File: src/rtl/cnnip_pool_pkg.sv
// rtl/cnnip_pool_pkg.sv - shared types and constants for the pooling stage
package cnnip_pool_pkg;

    typedef enum logic [2:0] {IDLE, RD, WT, WR, DONE} pool_state_t;

    localparam int unsigned FM_BASE_DEFAULT = 32'h300;
    localparam int unsigned OM_BASE_DEFAULT = 32'h800;
    localparam int unsigned MAX_MAP_SIZE    = 16;

    // Output side length: pooling halves the map, dropping an odd last row/column
    function automatic logic [7:0] out_size_of(input logic [7:0] map_size, input logic pool);
        return pool ? (map_size >> 1) : map_size;
    endfunction

endpackage

File: src/rtl/cnnip_pool_addr_gen.sv
// rtl/cnnip_pool_addr_gen.sv - window/output counters and feature/output address generation
module cnnip_pool_addr_gen
    import cnnip_pool_pkg::*;
#(
    parameter int          ADDR_WIDTH = 12,
    parameter int unsigned FM_BASE    = FM_BASE_DEFAULT,
    parameter int unsigned OM_BASE    = OM_BASE_DEFAULT
) (
    input  logic                  clk_a,
    input  logic                  srst_aq,
    input  logic                  start,
    input  logic                  adv_w,
    input  logic                  adv_o,
    input  logic                  pool,
    input  logic [7:0]            map_size,
    input  logic [7:0]            out_size,
    output logic                  w_first,
    output logic                  w_last,
    output logic                  o_last,
    output logic [ADDR_WIDTH-1:0] fm_addr,
    output logic [ADDR_WIDTH-1:0] om_addr
);

    localparam int CW = $clog2(MAX_MAP_SIZE);
    localparam logic [ADDR_WIDTH-1:0] FM_BASE_A = ADDR_WIDTH'(FM_BASE);
    localparam logic [ADDR_WIDTH-1:0] OM_BASE_A = ADDR_WIDTH'(OM_BASE);

    logic [CW-1:0]         ox, oy, ox_n, oy_n;
    logic [1:0]            w, w_n;
    logic                  ox_last, oy_last;
    logic [15:0]           row_n, col_n, fm_idx_n, om_idx_n;
    logic [ADDR_WIDTH-1:0] fm_addr_n, om_addr_n;

    assign w_first = (w == 2'd0);
    assign w_last  = pool ? (w == 2'd3) : 1'b1;
    assign ox_last = (8'(ox) == out_size - 8'd1);
    assign oy_last = (8'(oy) == out_size - 8'd1);
    assign o_last  = ox_last && oy_last;

    // Next counter values: w fastest, then ox, then oy
    always_comb begin
        w_n  = w;
        ox_n = ox;
        oy_n = oy;
        if (start) begin
            w_n  = '0;
            ox_n = '0;
            oy_n = '0;
        end else if (adv_w) begin
            w_n = w + 2'd1;
        end else if (adv_o) begin
            w_n = '0;
            if (ox_last) begin
                ox_n = '0;
                oy_n = oy + CW'(1);
            end else begin
                ox_n = ox + CW'(1);
            end
        end
    end

    // Addresses are computed from the next counters so they are registered in step with them
    always_comb begin
        row_n     = (16'(oy_n) << pool) + 16'(pool & w_n[1]);
        col_n     = (16'(ox_n) << pool) + 16'(pool & w_n[0]);
        fm_idx_n  = row_n * 16'(map_size) + col_n;
        om_idx_n  = 16'(oy_n) * 16'(out_size) + 16'(ox_n);
        fm_addr_n = FM_BASE_A + ADDR_WIDTH'({fm_idx_n, 2'b00});
        om_addr_n = OM_BASE_A + ADDR_WIDTH'({om_idx_n, 2'b00});
    end

    // Counter and address registers
    always_ff @(posedge clk_a) begin
        if (srst_aq) begin
            w       <= '0;
            ox      <= '0;
            oy      <= '0;
            fm_addr <= FM_BASE_A;
            om_addr <= OM_BASE_A;
        end else begin
            w       <= w_n;
            ox      <= ox_n;
            oy      <= oy_n;
            fm_addr <= fm_addr_n;
            om_addr <= om_addr_n;
        end
    end

endmodule

File: src/rtl/cnnip_pool.sv
// rtl/cnnip_pool.sv - ReLU and 2x2 max-pool post-processing of the feature map
module cnnip_pool
    import cnnip_pool_pkg::*;
#(
    parameter int          DATA_WIDTH = 32,
    parameter int          ADDR_WIDTH = 12,
    parameter int unsigned FM_BASE    = FM_BASE_DEFAULT,
    parameter int unsigned OM_BASE    = OM_BASE_DEFAULT
) (
    input  logic                  clk_a,
    input  logic                  srst_aq,
    input  logic                  CMD_START,
    input  logic [7:0]            MAP_SIZE,
    input  logic                  MODE_RELU,
    input  logic                  MODE_POOL,
    output logic                  CMD_DONE,
    output logic                  CMD_DONE_VALID,
    output logic                  fm_en,
    output logic                  fm_we,
    output logic [ADDR_WIDTH-1:0] fm_addr,
    input  logic [DATA_WIDTH-1:0] fm_dout,
    input  logic                  fm_valid,
    output logic                  om_en,
    output logic                  om_we,
    output logic [ADDR_WIDTH-1:0] om_addr,
    output logic [DATA_WIDTH-1:0] om_din
);

    pool_state_t           state;
    logic [7:0]            map_q, out_q, start_out;
    logic                  pool_q, relu_q;
    logic [DATA_WIDTH-1:0] acc, v, acc_n, om_din_q;
    logic                  done_q, fm_en_q, om_en_q;
    logic                  start, adv_w, adv_o;
    logic                  w_first, w_last, o_last;

    assign start_out = out_size_of(MAP_SIZE, MODE_POOL);
    assign start     = (state == IDLE) && CMD_START;
    assign adv_w     = (state == WT) && fm_valid && !w_last;
    assign adv_o     = (state == WR);

    // ReLU on the incoming word, then running signed max over the window
    always_comb begin
        v     = (relu_q && fm_dout[DATA_WIDTH-1]) ? '0 : fm_dout;
        acc_n = (w_first || ($signed(v) > $signed(acc))) ? v : acc;
    end

    cnnip_pool_addr_gen #(
        .ADDR_WIDTH (ADDR_WIDTH),
        .FM_BASE    (FM_BASE),
        .OM_BASE    (OM_BASE)
    ) u_addr_gen (
        .clk_a    (clk_a),
        .srst_aq  (srst_aq),
        .start    (start),
        .adv_w    (adv_w),
        .adv_o    (adv_o),
        .pool     (pool_q),
        .map_size (map_q),
        .out_size (out_q),
        .w_first  (w_first),
        .w_last   (w_last),
        .o_last   (o_last),
        .fm_addr  (fm_addr),
        .om_addr  (om_addr)
    );

    // Control FSM with registered strobes, latched config and accumulator
    always_ff @(posedge clk_a) begin
        if (srst_aq) begin
            state    <= IDLE;
            map_q    <= '0;
            out_q    <= '0;
            pool_q   <= 1'b0;
            relu_q   <= 1'b0;
            acc      <= '0;
            om_din_q <= '0;
            done_q   <= 1'b0;
            fm_en_q  <= 1'b0;
            om_en_q  <= 1'b0;
        end else begin
            case (state)
                IDLE: begin
                    if (CMD_START) begin
                        map_q  <= MAP_SIZE;
                        pool_q <= MODE_POOL;
                        relu_q <= MODE_RELU;
                        out_q  <= start_out;
                        if (start_out == 8'd0) begin
                            state  <= DONE;
                            done_q <= 1'b1;
                        end else begin
                            state   <= RD;
                            fm_en_q <= 1'b1;
                        end
                    end
                end
                RD: begin
                    fm_en_q <= 1'b0;
                    state   <= WT;
                end
                WT: begin
                    if (fm_valid) begin
                        acc <= acc_n;
                        if (w_last) begin
                            state    <= WR;
                            om_en_q  <= 1'b1;
                            om_din_q <= acc_n;
                        end else begin
                            state   <= RD;
                            fm_en_q <= 1'b1;
                        end
                    end
                end
                WR: begin
                    om_en_q <= 1'b0;
                    if (o_last) begin
                        state  <= DONE;
                        done_q <= 1'b1;
                    end else begin
                        state   <= RD;
                        fm_en_q <= 1'b1;
                    end
                end
                DONE: begin
                    done_q <= 1'b0;
                    state  <= IDLE;
                end
                default: state <= IDLE;
            endcase
        end
    end

    assign CMD_DONE       = done_q;
    assign CMD_DONE_VALID = done_q;
    assign fm_en          = fm_en_q;
    assign fm_we          = 1'b0;
    assign om_en          = om_en_q;
    assign om_we          = om_en_q;
    assign om_din         = om_din_q;

endmodule
File: config.mk
export PLATFORM = sky130hd
export DESIGN_NAME = cnnip_pool
export DESIGN_NICKNAME = d
export VERILOG_FILES = /design/src/rtl/cnnip_pool_pkg.sv /design/src/rtl/cnnip_pool_addr_gen.sv /design/src/rtl/cnnip_pool.sv
export SDC_FILE = /design/constraint.sdc
export NUM_CORES = 1
export LEC_CHECK = 0
export CORE_MARGIN = 2
export CORE_UTILIZATION = 61
export CTS_CLUSTER_SIZE = 24
export DETAILED_ROUTE_END_ITERATION = 10
export PLACE_DENSITY = 0.95
export SYNTH_ARGS = -nofsm -noshare
export SYNTH_HDL_FRONTEND = slang
export SYNTH_HIERARCHICAL = 1
export SYNTH_SLANG_ARGS = --single-unit
File: constraint.sdc
create_clock -name clk_a -period 13.3 [get_ports clk_a]
set_input_delay 1.33 -clock clk_a [delete_from_list [all_inputs] [get_ports clk_a]]
set_output_delay 1.33 -clock clk_a [all_outputs]
set_load 0.05 [all_outputs]
==> flow_summary_export.csv <==
group,metric,value,unit
setup_path,critical_path.slowest_cell,"sky130_fd_sc_hd__nor3b_1",
setup_path,worst_r2r_path_depth,28,
synthesis,post_syn_area_per_cell,8.43,um2
cts,cts_buffer_depth,2,
power,ir_worst_vdd,0.0000912,V
die,core,14600,um2
finish,fillerInstances,944,
die,std_cell_rows,44,
grt,first_pass_grt_wire_length,40100,um
setup_path,reg2reg_slack,4.31,ns
setup_path,worstPathRequired,13.66,ns
synthesis,synth.area.mux_share,5.36,%
cts,cts_root_buf,"sky130_fd_sc_hd__clkbuf_16",
finish,layout_cell_share_with_drive_strength_beyond_1,10.1,%
cts,htree_levels,4,
placed_design,buffer_ports.inserted,102,
flow_run,drv_cap,0,
route,drt_first_iter_violations,814,
timing,timing.final.crit_period,9.34,ns
setup_path,cp_slowest_stage_delay,0.73,ns
setup_path,critical_path.reg2reg.endpoint,"u_addr_gen/fm_addr[11]",
cts,number_of_sinks_driven_by_the_clock_tree,118,
die,floorplan.initialDensity,62.5,%
power,power_per_cell_area,102,nW/um2
synthesis,main_combinational_cell_family_by_area_after_synthesis,"simple AND/OR/NAND/NOR gates",
setup_path,worst_setup_path_start_kind,"input pin",
finish,final_common_cell,"sky130_fd_sc_hd__inv_1",
synthesis,share_of_the_synthesized_area_in_compound_gates_ao_oa_aoi_oai,15.7,%
setup_path,r2r-start,"out_q[0]",
grt,grt.total_usage,31.0,%
route,routed_wire_length_per_instance,17.9,um
run_status,run_status,"completed",
setup_path,critical_path.max_fanout,9,
timing,final-setup-viol-count,0,
setup_path,crit_path_end_kind,"register",
synthesis,synthTopCellsByArea,"sky130_fd_sc_hd__dfxtp_1 26%, sky130_fd_sc_hd__ha_1 11%, sky130_fd_sc_hd__fa_1 8.6%",
synthesis,post_synth_and_or_nand_nor_area_fraction,19.9,%
synthesis,post-synth-top-area-fraction,25.9,%
grt,grt_pass1_vias,8320,
finish,commonest_cells_after_routing_fill_and_taps_aside,"139 x sky130_fd_sc_hd__inv_1, 138 x sky130_fd_sc_hd__nor2_1, 119 x sky130_fd_sc_hd__nand2_1",
synthesis,syn_area,9120,um2
die,design.die.area,15900,um2
synthesis,synthDistinctLibCells,69,
power,comb_power_share,20.0,%
cts,clock_tree_from_tritoncts,"built",
cts,clock_transition_at_the_register_clock_pins_on_the_worst_setup_and_hold_paths_after_cts,0.06,ns
cts,cts-buffers-inserted,17,
timing,relSlewSlack,35.1,%
power,power.net_switching,341,uW
synthesis,ys_seq_elements,118,
route,wl,24000,um
timing,clock_skew,0.0104,ns
synthesis,synthXorXnorAreaFrac,4.01,%
power,total_leakage_power,0.00458,uW
timing,fin_worst_hold_slack,0.477,ns
grt,number_of_antenna_violations_at_the_first_check_in_global_routing,0,
min_path,holdPathStages,1,
timing,finalMaxSlewViolations,0,
cts,post_cts_hold_buffer_count,0,
timing,max_slew.worst_pin.slew,0.973,ns
cts,clk-insertion-delay-late,0.43,ns
synthesis,synth-adder-area-share,19.5,%
route,detail_route.first_pass.iterations,8,
cts,cts_setup_buffers,0,
finish,layout-area-overhead-vs-synth,17.4,%
placed_design,hpwlAfterDp,15600,um
route,postRouteAntennaNets,0,
min_path,startpoint_of_the_tightest_hold_check_path,"acc[12]",
timing,final_min_period_over_clock_period,70.3,%
setup_path,start_to_end_type_of_the_worst_setup_path,"input pin to register",
finish,antenna-diode-count,0,
route,detail_route.drc_violations,0,
power,internal_power,750,uW
placed_design,placement.cell_area,10100,um2
die,floorplan.io_pins,108,
synthesis,yosysTopAreaCell,"sky130_fd_sc_hd__dfxtp_1",
power,proportion_of_power_drawn_by_the_clock_network,43.7,%
power,p_sw_share,31.3,%
die,die_height,126,um
synthesis,yosys_warnings,6,
min_path,timing.hold.worst_endpoint,"om_din[12]",
route,num_vias,8140,
setup_path,critical_path_arrival,9.71,ns
synthesis,async_reset_ff_share,0,%
power,seqPwrFrac,36.3,%
synthesis,synth_seq_area_share,25.9,%
grt,grt_remaining_overflow,0,
timing,hold_violations,0,
route,viasPerCell,6.06,
synthesis,syn-instance-count,1082,
cts,cts.repair.resized,0,
timing,grt_setup_unrepaired,"no",
finish,stdcell_area,10700,um2
grt,grt_start_max_net_pins,79,
finish,num-nets-final,1312,
min_path,min_path_type,"register to register",
timing,timing.setup.tns,0,ns
die,floorplan.die.width,126,um
placed_design,gp_congestion,0.976,
synthesis,synthFlopType,"sky130_fd_sc_hd__dfxtp_1",
synthesis,number_of_flops_mapped_to_enable_cells_by_yosys,0,
timing,fmax,107,MHz
metal layers:
layer,vias to the layer above,global-route usage (%),share of wire (%)
met5,-,0,0
met4,0,16.4,5.0
met3,123,7.14,8.3
met2,415,52.0,47
met1,3867,37.1,40
li1,3735,-,-
sequential cells by signal, summed over array words and instances, names as in the netlist, 2 cells and up:
| signal | cells |
|---|---|
| u_addr_gen/oy | 4 |
| acc | 32 |
| u_addr_gen/w | 2 |
| om_din | 32 |
| state | 3 |
| u_addr_gen/om_addr | 10 |
| map_q | 8 |
| u_addr_gen/fm_addr | 10 |
| out_q | 8 |
| u_addr_gen/ox | 4 |
critical path, delay by kind of cell:
kind	cells	cell delay [ns]
simple gates	12	3.02
fa+ha+maj	6	2.50
xor+xnor	4	1.10
compound gates	5	0.85
buf+inv	4	0.71
mux	1	0.16
area by class of cell:
cell class	instances	area [um2]	share of cell area [%]
tap	184	230	2.15
timing repair buffer	109	1070	10.0
multi-input combinational	761	5910	55.2
inverter	140	526	4.91
clock inverter	15	179	1.67
clock buffer	17	425	3.97
sequential	118	2360	22.1
power by group through the flow:
stage / Clock [uW] / Sequential (uW) / Combinational (uW)
after detailed placement: 0 / 402 / 208
after global routing: 498 / 398 / 233
after CTS: 479 / 395 / 215
after floorplan: 0 / 416 / 134
after global placement: 0 / 401 / 200
final: 477 / 396 / 218
cell usage after synthesis (4+ instances only):
library cell / number
sky130_fd_sc_hd__buf_4: 10
sky130_fd_sc_hd__and2_1: 34
sky130_fd_sc_hd__a21o_1: 5
sky130_fd_sc_hd__nor3_1: 25
sky130_fd_sc_hd__o21bai_1: 6
sky130_fd_sc_hd__nor2b_1: 18
sky130_fd_sc_hd__fa_1: 39
sky130_fd_sc_hd__xor2_1: 8
sky130_fd_sc_hd__nand3b_1: 5
sky130_fd_sc_hd__xnor2_1: 26
sky130_fd_sc_hd__nand2_1: 119
sky130_fd_sc_hd__nor2_1: 138
sky130_fd_sc_hd__buf_6: 6
sky130_fd_sc_hd__buf_1: 8
sky130_fd_sc_hd__o21ai_0: 10
sky130_fd_sc_hd__nand2b_1: 9
sky130_fd_sc_hd__o31a_1: 32
sky130_fd_sc_hd__ha_1: 80
sky130_fd_sc_hd__mux2i_1: 14
sky130_fd_sc_hd__clkbuf_1: 39
sky130_fd_sc_hd__dfxtp_1: 118
sky130_fd_sc_hd__a311oi_1: 4
sky130_fd_sc_hd__nor4_1: 4
sky130_fd_sc_hd__nand4_1: 4
sky130_fd_sc_hd__or2_2: 4
sky130_fd_sc_hd__and3_1: 4
sky130_fd_sc_hd__a21oi_1: 37
sky130_fd_sc_hd__a311oi_2: 29
sky130_fd_sc_hd__mux2_2: 31
sky130_fd_sc_hd__a211oi_1: 11
sky130_fd_sc_hd__inv_1: 139
sky130_fd_sc_hd__nand3_1: 10
how the worst max path moves through the flow:
stage | start | end | slack, ns
finish | fm_valid | u_addr_gen/fm_addr[11] | 3.96
detailed placement | fm_valid | u_addr_gen/fm_addr[11] | 3.78
floorplan | fm_valid | u_addr_gen/fm_addr[11] | 5.16
CTS | fm_valid | u_addr_gen/fm_addr[11] | 4.15
global route | fm_valid | u_addr_gen/fm_addr[11] | 3.55
global placement | fm_valid | u_addr_gen/fm_addr[11] | 4.22
through the flow:
| stage | std cells | util (%) | total power, uW | worst slack, ns |
|---|---|---|---|---|
| 6_report | 1344 | 73.4 | 1090 | 3.96 |
| 5_1_grt | 1344 | 73.4 | 1130 | 3.55 |
| 4_1_cts | 1344 | 73.4 | 1090 | 4.15 |
| 3_5_place_dp | 1312 | 69.2 | 610 | 3.78 |
| 3_3_place_gp | 1312 | 69.2 | 600 | 4.22 |
| 2_1_floorplan | 1085 | - | 550 | 5.16 |
kinds of logic after synthesis:
kind of cell               count (synthesis)
AOI/OAI and AO/OA                        164
muxes                                     45
buffers and inverters                    206
DFF                                      118
xor gates and xnor gates                  37
and+or+nand+nor                          391
other                                      2
adders and majority gates                119
(Power assumes the default switching activity.)
